**src/rtl/mem_stage_pkg.sv**
```systemverilog
// Shared types and constants for the MEM pipeline stage.
package mem_stage_pkg;

  localparam int unsigned DATA_W   = 32;
  localparam int unsigned REG_ID_W = 5;

  localparam logic [1:0] ST_IDLE = 2'd0;
  localparam logic [1:0] ST_REQ  = 2'd1;
  localparam logic [1:0] ST_RESP = 2'd2;
  localparam logic [1:0] ST_DONE = 2'd3;

  typedef enum logic [1:0] {
    S_IDLE = ST_IDLE,
    S_REQ  = ST_REQ,
    S_RESP = ST_RESP,
    S_DONE = ST_DONE
  } mem_state_e;

endpackage

```
**src/rtl/mem_access_stage_if.sv**
```systemverilog
// Valid/ready data-memory port between the MEM stage (master) and data memory (slave).
interface mem_access_stage_if #(
  parameter int unsigned DATA_WIDTH = 32
);
  logic                  dmem_req_valid;
  logic                  dmem_req_ready;
  logic                  dmem_req_write;
  logic [DATA_WIDTH-1:0] dmem_req_addr;
  logic [DATA_WIDTH-1:0] dmem_req_wdata;
  logic                  dmem_resp_valid;
  logic [DATA_WIDTH-1:0] dmem_resp_rdata;

  modport master (
    output dmem_req_valid, dmem_req_write, dmem_req_addr, dmem_req_wdata,
    input  dmem_req_ready, dmem_resp_valid, dmem_resp_rdata
  );

  modport slave (
    input  dmem_req_valid, dmem_req_write, dmem_req_addr, dmem_req_wdata,
    output dmem_req_ready, dmem_resp_valid, dmem_resp_rdata
  );
endinterface

```
**src/rtl/mem_timeout_counter.sv**
```systemverilog
// RESP-state wait counter; expired is high during the TIMEOUT_CYCLES-th enabled cycle.
module mem_timeout_counter #(
  parameter int unsigned TIMEOUT_CYCLES = 64
) (
  input  logic clk,
  input  logic reset,
  input  logic clear,
  input  logic enable,
  output logic expired
);
  localparam int unsigned CNT_W = $clog2(TIMEOUT_CYCLES + 1);

  logic [CNT_W-1:0] r_count;

  // Count enabled cycles since the last clear.
  always_ff @(posedge clk or negedge reset) begin
    if (!reset) begin
      r_count <= '0;
    end else if (clear) begin
      r_count <= '0;
    end else if (enable) begin
      r_count <= r_count + CNT_W'(1);
    end else begin
      r_count <= r_count;
    end
  end

  assign expired = enable & (r_count == CNT_W'(TIMEOUT_CYCLES - 1));
endmodule

```
**src/rtl/mem_access_stage.sv**
```systemverilog
// MEM stage: drives the data-memory port and owns the MEM/WB latch.
// Optional RESP timeout with sticky bus_error is built when DMEM_TIMEOUT_EN is defined.
module mem_access_stage
  import mem_stage_pkg::*;
#(
  parameter int unsigned DATA_WIDTH     = DATA_W,
  parameter int unsigned TIMEOUT_CYCLES = 64
) (
  input  logic                  clk,
  input  logic                  reset,
  input  logic                  wb_enable_in,
  input  logic                  mem_enable_in,
  input  logic                  mem_write_in,
  input  logic                  is_halted_in,
  input  logic [DATA_WIDTH-1:0] alu_output_in,
  input  logic [DATA_WIDTH-1:0] rs2_in,
  input  logic [REG_ID_W-1:0]   rd_id_in,
  mem_access_stage_if.master    dmem,
  output logic                  mem_stall,
  output logic                  wb_enable,
  output logic [DATA_WIDTH-1:0] wb_data,
  output logic [REG_ID_W-1:0]   rd_id,
  output logic                  is_halted,
  output logic                  bus_error
);
  mem_state_e            r_state;
  logic [DATA_WIDTH-1:0] r_addr;
  logic [DATA_WIDTH-1:0] r_wdata;
  logic [DATA_WIDTH-1:0] r_rdata;
  logic                  r_write;
  logic                  r_wb_lat;
  logic                  r_halt_lat;
  logic [REG_ID_W-1:0]   r_rd_lat;
  logic                  r_wb_enable;
  logic [DATA_WIDTH-1:0] r_wb_data;
  logic [REG_ID_W-1:0]   r_rd_id;
  logic                  r_is_halted;
  logic                  w_expired;

`ifdef DMEM_TIMEOUT_EN
  logic w_to_clear;
  logic w_to_enable;
  logic r_bus_error;

  assign w_to_clear  = (r_state == S_REQ) & dmem.dmem_req_ready & ~r_write;
  assign w_to_enable = (r_state == S_RESP);

  mem_timeout_counter #(
    .TIMEOUT_CYCLES(TIMEOUT_CYCLES)
  ) u_timeout (
    .clk    (clk),
    .reset  (reset),
    .clear  (w_to_clear),
    .enable (w_to_enable),
    .expired(w_expired)
  );

  // Sticky error: a response arriving on the expiry cycle still wins.
  always_ff @(posedge clk or negedge reset) begin
    if (!reset) begin
      r_bus_error <= 1'b0;
    end else if ((r_state == S_RESP) & ~dmem.dmem_resp_valid & w_expired) begin
      r_bus_error <= 1'b1;
    end else begin
      r_bus_error <= r_bus_error;
    end
  end

  assign bus_error = r_bus_error;
`else
  assign w_expired = 1'b0;
  assign bus_error = 1'b0;
`endif

  // Access FSM, request latches and MEM/WB latch; MEM/WB defaults to a bubble.
  always_ff @(posedge clk or negedge reset) begin
    if (!reset) begin
      r_state     <= S_IDLE;
      r_addr      <= '0;
      r_wdata     <= '0;
      r_rdata     <= '0;
      r_write     <= 1'b0;
      r_wb_lat    <= 1'b0;
      r_halt_lat  <= 1'b0;
      r_rd_lat    <= '0;
      r_wb_enable <= 1'b0;
      r_wb_data   <= '0;
      r_rd_id     <= '0;
      r_is_halted <= 1'b0;
    end else begin
      r_wb_enable <= 1'b0;
      r_wb_data   <= '0;
      r_rd_id     <= '0;
      r_is_halted <= 1'b0;
      case (r_state)
        S_IDLE: begin
          if (mem_enable_in) begin
            r_addr     <= alu_output_in;
            r_wdata    <= rs2_in;
            r_write    <= mem_write_in;
            r_wb_lat   <= wb_enable_in;
            r_halt_lat <= is_halted_in;
            r_rd_lat   <= rd_id_in;
            r_state    <= S_REQ;
          end else begin
            r_wb_enable <= wb_enable_in;
            r_wb_data   <= alu_output_in;
            r_rd_id     <= rd_id_in;
            r_is_halted <= is_halted_in;
          end
        end
        S_REQ: begin
          if (dmem.dmem_req_ready) begin
            r_state <= r_write ? S_DONE : S_RESP;
          end else begin
            r_state <= S_REQ;
          end
        end
        S_RESP: begin
          if (dmem.dmem_resp_valid) begin
            r_rdata <= dmem.dmem_resp_rdata;
            r_state <= S_DONE;
          end else if (w_expired) begin
            r_rdata <= '0;
            r_state <= S_DONE;
          end else begin
            r_state <= S_RESP;
          end
        end
        S_DONE: begin
          r_wb_enable <= r_wb_lat;
          r_wb_data   <= r_write ? r_addr : r_rdata;
          r_rd_id     <= r_rd_lat;
          r_is_halted <= r_halt_lat;
          r_state     <= S_IDLE;
        end
        default: begin
          r_state <= S_IDLE;
        end
      endcase
    end
  end

  assign dmem.dmem_req_valid = (r_state == S_REQ);
  assign dmem.dmem_req_write = r_write;
  assign dmem.dmem_req_addr  = r_addr;
  assign dmem.dmem_req_wdata = r_wdata;

  // Gated by reset so the stall drops the moment reset asserts.
  assign mem_stall = reset & ((r_state == S_REQ) | (r_state == S_RESP) |
                              ((r_state == S_IDLE) & mem_enable_in));

  assign wb_enable = r_wb_enable;
  assign wb_data   = r_wb_data;
  assign rd_id     = r_rd_id;
  assign is_halted = r_is_halted;
endmodule
```
**src/flat_wrapper.sv**
```systemverilog
// flat-port wrapper written by rule: the top's interface ports become plain ports
module mem_access_stage_flat import mem_stage_pkg::*;
#(
  parameter int unsigned DATA_WIDTH     = DATA_W,
  parameter int unsigned TIMEOUT_CYCLES = 64
)
  (clk, reset, wb_enable_in, mem_enable_in, mem_write_in, is_halted_in, alu_output_in, rs2_in, rd_id_in, mem_stall, wb_enable, wb_data, rd_id, is_halted, bus_error, dmem_dmem_req_valid, dmem_dmem_req_write, dmem_dmem_req_addr, dmem_dmem_req_wdata, dmem_dmem_req_ready, dmem_dmem_resp_valid, dmem_dmem_resp_rdata);
  mem_access_stage_if #(.DATA_WIDTH(DATA_WIDTH)) dmem_i ();
  input  logic clk;
  input  logic reset;
  input  logic wb_enable_in;
  input  logic mem_enable_in;
  input  logic mem_write_in;
  input  logic is_halted_in;
  input  logic [DATA_WIDTH-1:0] alu_output_in;
  input  logic [DATA_WIDTH-1:0] rs2_in;
  input  logic [REG_ID_W-1:0] rd_id_in;
  output logic mem_stall;
  output logic wb_enable;
  output logic [DATA_WIDTH-1:0] wb_data;
  output logic [REG_ID_W-1:0] rd_id;
  output logic is_halted;
  output logic bus_error;
  output wire logic [$bits(dmem_i.dmem_req_valid)-1:0] dmem_dmem_req_valid;
  output wire logic [$bits(dmem_i.dmem_req_write)-1:0] dmem_dmem_req_write;
  output wire logic [$bits(dmem_i.dmem_req_addr)-1:0] dmem_dmem_req_addr;
  output wire logic [$bits(dmem_i.dmem_req_wdata)-1:0] dmem_dmem_req_wdata;
  input wire logic [$bits(dmem_i.dmem_req_ready)-1:0] dmem_dmem_req_ready;
  input wire logic [$bits(dmem_i.dmem_resp_valid)-1:0] dmem_dmem_resp_valid;
  input wire logic [$bits(dmem_i.dmem_resp_rdata)-1:0] dmem_dmem_resp_rdata;
  assign dmem_dmem_req_valid = dmem_i.dmem_req_valid;
  assign dmem_dmem_req_write = dmem_i.dmem_req_write;
  assign dmem_dmem_req_addr = dmem_i.dmem_req_addr;
  assign dmem_dmem_req_wdata = dmem_i.dmem_req_wdata;
  assign dmem_i.dmem_req_ready = dmem_dmem_req_ready;
  assign dmem_i.dmem_resp_valid = dmem_dmem_resp_valid;
  assign dmem_i.dmem_resp_rdata = dmem_dmem_resp_rdata;
  mem_access_stage #(.DATA_WIDTH(DATA_WIDTH), .TIMEOUT_CYCLES(TIMEOUT_CYCLES)) u_core (.clk(clk), .reset(reset), .wb_enable_in(wb_enable_in), .mem_enable_in(mem_enable_in), .mem_write_in(mem_write_in), .is_halted_in(is_halted_in), .alu_output_in(alu_output_in), .rs2_in(rs2_in), .rd_id_in(rd_id_in), .dmem(dmem_i), .mem_stall(mem_stall), .wb_enable(wb_enable), .wb_data(wb_data), .rd_id(rd_id), .is_halted(is_halted), .bus_error(bus_error));
endmodule
```
**config.mk**
```make
export PLATFORM = sky130hd
export DESIGN_NAME = mem_access_stage_flat
export DESIGN_NICKNAME = d
export VERILOG_FILES = /design/src/rtl/mem_stage_pkg.sv /design/src/rtl/mem_access_stage_if.sv /design/src/rtl/mem_timeout_counter.sv /design/src/rtl/mem_access_stage.sv /design/src/flat_wrapper.sv
export SDC_FILE = /design/constraint.sdc
export NUM_CORES = 1
export LEC_CHECK = 0
export CORE_ASPECT_RATIO = 1.25
export CORE_UTILIZATION = 30
export DETAILED_ROUTE_END_ITERATION = 8
export PLACE_DENSITY = 0.66
export SLEW_MARGIN = 40
export SYNTH_ARGS = -nofsm -noshare
export SYNTH_HDL_FRONTEND = slang
export SYNTH_HIERARCHICAL = 1
export SYNTH_SLANG_ARGS = --single-unit
```
**constraint.sdc**
```tcl
create_clock -name clk -period 2 [get_ports clk]
set_input_delay 0.4 -clock clk [delete_from_list [all_inputs] [get_ports clk]]
set_output_delay 0.4 -clock clk [all_outputs]
set_load 0.005 [all_outputs]
```
After elaboration in Yosys (flattened, before gate mapping)
Index checks and enable logic that the tools add are counted.
{ "totals": {"wordCells": 37, "in_bits": 109, "output_inout_bits": 107, "ff_bits": 145} }
{ "classes": {"eq_ne": 4, "bitwise_logic": 4, "mux": 14, "reduce_logical": 3} }
{ "ops": {"columns": ["op", "n"], "rows": [
  ["$mux W32", 2],
  ["$pmux W32 S2", 1],
  ["$pmux W5 S2", 1],
  ["$pmux W2 S4", 1],
  ["$mux W5", 1],
  ["$eq A2 B2 Y1 const B", 2],
  ["$mux W1", 4],
  ["$mux W2", 2],
  ["$pmux W1 S2", 2],
  ["$reduce_and A2 Y1", 2],
  ["$and A1 B1 Y1", 2],
  ["$eq A2 B1 Y1 const B", 1],
  ["$logic_not A2 Y1", 1],
  ["$ne A2 B2 Y1 const B", 1],
  ["$or A1 B1 Y1", 2]
]} }

Logic depth before layout (Yosys ltp)
Gate-level depths: netlist (run 1).
{ "depth": {"depth_word": 4, "mapped_depth": 7} }

Worst setup path after synthesis (run 1)
Ideal clock, no wire load.
{ "synth_path": {"path_type": "reg-to-output", "start": "register u_core.r_state[0]", "end": "output port mem_stall", "stages_incl_launch_ff": 7, "required_ns": 1.600, "path_slack_ns": 0.289, "arrival_time_ns": 1.311, "cell_sequence": "dfrtp_1 inv_1 ha_1 and2_4 buf_12 buf_8 o21a_1"} }
{ "synth_between": {"elab_chain_cells": 4} }
{ "synth_rtl": {"columns": ["item", "line", "rtl"], "rows": [
  ["from (decl)", "mem_access_stage.sv:26", "mem_state_e r_state;"],
  ["from (signal assigned)", "mem_access_stage.sv:114", "r_state <= r_write ? S_DONE : S_RESP;"],
  ["$eq A2 B1 Y1, or another cell as far along", "mem_access_stage.sv:150", "assign mem_stall = reset & ((r_state == S_REQ) | (r_state == S_RESP) |"],
  ["$or A1 B1 Y1 / $and A1 B1 Y1 (equally long branches)", "mem_access_stage.sv:150, mem_access_stage.sv:151", null],
  ["$or A1 B1 Y1 *", "mem_access_stage.sv:150", null],
  ["$and A1 B1 Y1 *", "mem_access_stage.sv:150", null],
  ["to (decl)", "flat_wrapper.sv:18", "output logic mem_stall;"]
]} }
Mark *: on every way between the ends. The rest lies on a longest branch, timed or not.

Worst setup path after layout (run 1)
{ "layout_path": {"start": "register u_core.r_state[0]", "end": "output port dmem_dmem_req_valid"} }
{ "layout_between": {"elab_chain_cells": 1} }
{ "layout_rtl": {"columns": ["item", "line", "rtl"], "rows": [
  ["$eq A2 B1 Y1", "mem_access_stage.sv:144", "assign dmem.dmem_req_valid = (r_state == S_REQ);"],
  ["to (decl)", "flat_wrapper.sv:24", "output wire logic [$bits(dmem_i.dmem_req_valid)-1:0] dmem_dmem_req_valid;"]
]} }
No other way between the ends.

==> flow_metrics.py, run 1 <==
metrics = {
    "critical_path": {
        "cp.arrival_ns": 1.46,
        "reg2regPathDepth": 6,
        "worstSetupPathType": "flip-flop to primary output",
        "r2r-start": "u_core/r_state[0]",
        "crit_path_start_kind": "flip-flop",
        "crit_start": "u_core/r_state[0]",
        "path_cells": "buf_4, ha_1, dlygate4sd2_1",
        "r2r-end": "u_core/dmem.dmem_req_wdata[15]",
        "crit_cells": 3,
        "end_kind": "primary output",
        "path_max_fanout": 5,
        "setup.reg_to_reg.worst_slack_ns": 0.28,
        "crit_family": "buffers and inverters",
        "required_ns": 1.60,
        "crit_slowest_cell": "dfrtp_1",
        "cpPeakStageDelay_ns": 0.39,
        "crit_end": "dmem_dmem_req_valid",
        "cp.buffers_inverters": 2,
    },
    "drt": {
        "wl_met3_um": 878,
        "vias_per_cell": 4.56,
        "drtPass1Iterations": 4,
        "ant_nets": 0,
        "wl_met1_um": 6850,
        "routed_wl_um": 16900,
        "top_layer": "met4",
        "wire_per_inst_um": 18.2,
        "drcViolationCount": 0,
        "wl_met2_um": 8920,
        "num_vias": 4229,
        "detail_route.iter0.violations": 157,
    },
    "run_status": {
        "status": "completed",
    },
    "global_routing": {
        "grt_use_total_pct": 15.6,
        "grt_pass1_vias": 4845,
        "antenna_found_initial": 0,
        "overflow": 0,
        "grt_start_max_net_pins": 146,
        "grt_pass1_wl_um": 26600,
    },
    "min_path": {
        "hp-class": "flip-flop to flip-flop",
    },
    "placement": {
        "io_buffers": 214,
        "dp_hpwl_um": 11100,
        "pre_cts_slack_ns": -0.0383,
        "place.gp.congestion": 0.756,
    },
    "timing": {
        "fin_ws_ns": 0.142,
        "fin_worst_skew_ns": 0.00853,
        "slew_headroom_pct": 60.3,
        "fin_crit_sh_pct": 92.9,
        "hold_viol": 0,
        "fin_crit_ns": 1.86,
        "timing.fmax_ghz": 0.538,
        "finalSetupViolCount": 0,
        "rsz0062_at_grt": "no",
        "worst_hold_slack_ns": 0.488,
        "maxSlewViolCount": 0,
        "worstMarginPinSlew_ns": 0.595,
    },
    "cells_and_area": {
        "diodes": 0,
        "area_growth_pct": 46.8,
        "drive_gt1_share_pct": 28.5,
        "fill_cells": 1941,
        "final_nets": 749,
        "regArea_mm2": 0.00363,
        "multi_input_area_mm2": 0.00263,
    },
    "synthesis": {
        "yosysTopAreaCellShare_pct": 55.4,
        "synthMuxAreaShare_pct": 29.0,
        "postSynthNetCount": 522,
        "synth-seq-cells": 145,
        "synthTopCellsByArea": "dfrtp_1, mux2_4, mux2_1",
        "synth-xor-area-share_pct": 0,
        "avgSynthCellArea_um2": 16.0,
        "synth_compound_area_share_pct": 7.23,
        "syn_inst": 408,
        "synth-adder-area-share_pct": 0.956,
        "netlist_area_mm2": 0.00655,
        "synth_cell_types": 25,
        "synth_top_family_by_area": "multiplexers",
        "synth_top_area_cell": "dfrtp_1",
        "synth_simple_gate_area_share_pct": 2.71,
        "synth-seq-area-share_pct": 55.4,
        "ys_warn_count": 6,
    },
    "die": {
        "core_mm2": 0.0215,
        "rows": 60,
        "start_util_pct": 30.5,
        "die_w_um": 134,
        "die_h_um": 167,
        "io-pin-count": 216,
        "dieArea_mm2": 0.0224,
    },
    "clocking": {
        "clock_path_buffers": 2,
        "clk_pin_slew_ns": 0.06,
        "cts_root_buffer": "clkbuf_16",
        "htree_levels": 4,
        "cts-buffers-inserted": 17,
        "cts_tree": "done",
        "cts.sinks": 145,
        "clk_latency_ns": 0.41,
    },
    "power": {
        "p_leak_nw": 4.16,
        "cellPowerDensity_mw_per_mm2": 1540,
        "vdd_drop_max_v": 0.00110,
    },
    "run": {
        "maxCapViolations": 0,
    },
}
cells by family after synthesis:
family | Yosys count
buffers and inverters | 32
multiplexers | 136
other | 1
AND/OR/NAND/NOR | 44
adder cells (fa/ha/maj) | 5
AO/OA/AOI/OAI | 45
flip-flops | 145
timing repair:
action	4_1_cts	5_1_grt
buffers inserted	2	2
hold buffers	0	1
endpoints found under the hold margin	0	6
pin swaps	0	0
endpoints found under the setup margin	2	1
gates resized for setup	5	1
state kept, by name, summed over array words and instances (netlist names), named ones only:
register / count
u_core/is_halted: 1
u_core/r_state: 1
u_core/r_wb_lat: 1
u_core/rd_id: 5
u_core/dmem.dmem_req_write: 1
u_core/dmem.dmem_req_wdata: 32
u_core/r_rd_lat: 5
u_core/r_rdata: 32
u_core/wb_enable: 1
u_core/dmem.dmem_req_addr: 32
u_core/r_halt_lat: 1
u_core/wb_data: 32
cell usage in the layout, fill, tap and decap left out, types with 2 or more instances in the layout:
master and n:
clkdlybuf4s50_1 211, dfrtp_1 144, mux2_4 97, nor2_1 40
mux2_1 39, a22oi_2 28, clkbuf_16 17, buf_4 13
a22oi_1 10, buf_12 7, clkbuf_1 3, inv_6 3
ha_1 3, clkinv_2 2, clkinvlp_4 2, bufinv_16 2
clkinv_4 2, inv_1 2, inv_2 2, a21oi_1 2
ha_2 2
cell type report:
class / instances / share of cell area, %
Clock buffer: 21 / 4.69
Clock inverter: 11 / 1.34
Inverter: 4 / 0.156
Multi-Input combinational cell: 231 / 27.3
Sequential cell: 145 / 37.8
Tap cell: 279 / 3.63
Timing Repair Buffer: 236 / 25.1
synth_stat cells, drive strengths merged:
master,instances
dfrtp,145
mux2,136
nor2,40
a22oi,38
buf,24
ha,5
clkbuf,4
inv,4
a21oi,2
a2bb2oi,1
a31oi,1
a41o,1
and2,1
conb,1
nand2,1
nand2b,1
nor2b,1
o21a,1
o21ai,1
per-stage QoR:
stage	util (%)	power, mW	TNS (ns)	cell area (µm²)	std cells
3_5_place_dp	41.8	11.7	-0.0383	8970	889
4_1_cts	44.5	15.0	0	9560	923
3_3_place_gp	41.8	11.5	-0.0389	8970	889
2_1_floorplan	-	8.82	0	6550	408
5_1_grt	44.8	15.7	0	9610	927
6_report	44.8	14.8	0	9610	927
routing by layer:
layer	track usage (%)	vias to the layer above
met5	0	-
met4	5.18	0
met3	4.36	18
met2	27.8	128
met1	17.8	2186
li1	-	1897
report_power, final:
part           switching, mW  internal, mW  total [mW]
clock network           1.27          1.88        3.15
registers              0.775          4.24        5.01
logic                   2.40          4.28        6.68
total                   4.44          10.4        14.8
how the worst min path moves through the flow:
stage                  startpoint                  to  slack, ns  cells after the start
6_report       u_core/r_rdata[16]  u_core/r_rdata[16]       0.49                      1
5_1_grt         u_core/r_rdata[7]   u_core/r_rdata[7]       0.51                      1
4_1_cts                     reset   u_core/r_rdata[6]       0.17                      2
3_5_place_dp   u_core/r_rdata[16]  u_core/r_rdata[16]       0.48                      1
3_3_place_gp   u_core/r_rdata[14]  u_core/r_rdata[14]       0.47                      1
2_1_floorplan               reset           async pin       0.10                      0
(Power assumes the default switching activity.)
==> run 2: changes to the inputs <==
Settings changed: PLACE_DENSITY 0.66 to default.
==> run 2 against run 1 <==
Against the previous run: flip-flop and latch count did not move; sequential share of layout area decreased by 0.30 points; largest power group unchanged; setup slack worse by 0.082 ns; highest routed layer unchanged; hold slack got worse by 0.0012 ns; clock-buffer cell count is 1 lower; clock skew down 0.0014 ns; sequential power hardly changed; final area rose by 0.79%; power grew 2.3%; combinational power fell by 0.7%.
==> flow_metrics.py, run 2 (synthesized netlist as in run 1, its figures left out) <==
metrics = {
    "run_status": {
        "status": "completed",
    },
    "clocking": {
        "clk_pin_slew_ns": 0.06,
        "cts.sinks": 145,
        "clk_latency_ns": 0.41,
        "htree_levels": 4,
        "cts-buffers-inserted": 17,
        "cts_tree": "done",
        "clock_path_buffers": 2,
        "cts_root_buffer": "clkbuf_16",
    },
    "power": {
        "cellPowerDensity_mw_per_mm2": 1570,
        "p_leak_nw": 4.20,
        "vdd_drop_max_v": 0.000948,
    },
    "drt": {
        "num_vias": 4216,
        "routed_wl_um": 16700,
        "drtPass1Iterations": 4,
        "ant_nets": 0,
        "vias_per_cell": 4.55,
        "wire_per_inst_um": 18.0,
        "drcViolationCount": 0,
        "detail_route.iter0.violations": 152,
    },
    "cells_and_area": {
        "final_common_cell": "clkdlybuf4s50_1",
        "final_nets": 749,
        "area_growth_pct": 48.0,
        "diodes": 0,
        "fill_cells": 1964,
        "drive_gt1_share_pct": 28.5,
        "regArea_mm2": 0.00363,
        "multi_input_area_mm2": 0.00263,
        "final_cell_mix": "clkdlybuf4s50_1, dfrtp_1, mux2_4, nor2_1, mux2_1",
        "final-instance-count-excl-fill": 927,
    },
    "placement": {
        "pre_cts_slack_ns": -0.0584,
        "place.gp.congestion": 0.738,
        "dp_cells": 889,
        "io_buffers": 214,
        "dp_hpwl_um": 11000,
    },
    "timing": {
        "worstMarginPinSlew_ns": 0.549,
        "fin_ws_ns": 0.0599,
        "timing.fmax_ghz": 0.515,
        "fin_crit_sh_pct": 97.0,
        "worst_hold_slack_ns": 0.487,
        "fin_worst_skew_ns": 0.00712,
        "finalSetupViolCount": 0,
        "hold_viol": 0,
        "slew_headroom_pct": 63.4,
        "fin_crit_ns": 1.94,
        "maxSlewViolCount": 0,
        "tns_ns": 0,
    },
    "die": {
        "die_h_um": 167,
        "rows": 60,
        "core_mm2": 0.0215,
        "start_util_pct": 30.5,
        "io-pin-count": 216,
        "die_w_um": 134,
        "dieArea_mm2": 0.0224,
    },
    "critical_path": {
        "setup.reg_to_reg.worst_slack_ns": 0.31,
        "path_cells": "inv_2, ha_2, o21a_1, clkdlybuf4s15_1",
        "cpPeakStageDelay_ns": 0.38,
        "required_ns": 1.60,
        "path_max_fanout": 3,
        "crit_slowest_cell": "dfrtp_1",
        "crit_path_start_kind": "flip-flop",
        "crit_family": "flip-flops",
        "cp.buffers_inverters": 2,
        "cp.arrival_ns": 1.54,
        "worstSetupPathType": "flip-flop to primary output",
        "end_kind": "primary output",
    },
    "global_routing": {
        "met3_usage_pct": 4.42,
        "met1_usage_pct": 18.4,
        "antenna_found_initial": 0,
        "met2_usage_pct": 26.2,
        "grt_start_max_net_pins": 146,
        "grt_pass1_wl_um": 26300,
        "overflow": 0,
        "grt_pass1_vias": 4681,
        "top_usage_layer": "met2",
        "grt_use_total_pct": 15.3,
    },
    "run": {
        "maxCapViolations": 0,
    },
    "min_path": {
        "hp-class": "flip-flop to flip-flop",
    },
}
-- run 2: layout make-up --
| type | instances | share of cell area, % |
|---|---|---|
| clock buffers | 20 | 4.61 |
| repair buffers | 236 | 25.0 |
| multi-input cells | 231 | 27.1 |
| inverters | 4 | 0.155 |
| well taps | 279 | 3.60 |
| clock inverters | 12 | 2.11 |
| flip-flops and latches | 145 | 37.5 |
-- run 2: power by group --
| part | total (mW) | switching (mW) | internal (mW) |
|---|---|---|---|
| sequential | 5.01 | 0.778 | 4.24 |
| combinational | 6.63 | 2.37 | 4.26 |
| clock | 3.54 | 1.28 | 2.26 |
-- run 2: what timing repair did --
action,CTS,global route
hold buffers,0,1
buffers inserted,2,2
hold endpoints to repair,0,50
setup endpoints to repair,2,1
gates resized for setup,5,0
-- run 2: metrics by stage --
| stage | instance area [µm²] | power (mW) | utilization, % |
|---|---|---|---|
| CTS | 9630 | 15.4 | 44.9 |
| detailed placement | 8970 | 11.7 | 41.8 |
| floorplan | 6550 | 8.82 | - |
| global route | 9690 | 16.0 | 45.1 |
| global placement | 8970 | 11.5 | 41.8 |
| finish | 9690 | 15.2 | 45.1 |
-- run 2: worst paths after layout --
kind / from / end / depth (start not counted)
worst max-delay path: u_core/r_state[0] / mem_stall / 4
worst min-delay path: u_core/r_rdata[16] / u_core/r_rdata[16] / 1
worst max register to register: u_core/r_state[0] / u_core/dmem.dmem_req_wdata[6] / 6
worst min register to register: u_core/r_rdata[16] / u_core/r_rdata[16] / 1
max in group asynchronous: reset / u_core/wb_data[25] / 4
min in group asynchronous: reset / u_core/r_rdata[7] / 3
-- run 2: metal layers --
layer	wire length, µm	part of all wire, %	vias up
met5	0	0	-
met4	223	1.3	0
met3	1010	6.1	16
met2	8520	51	129
met1	6910	41	2174
li1	-	-	1897
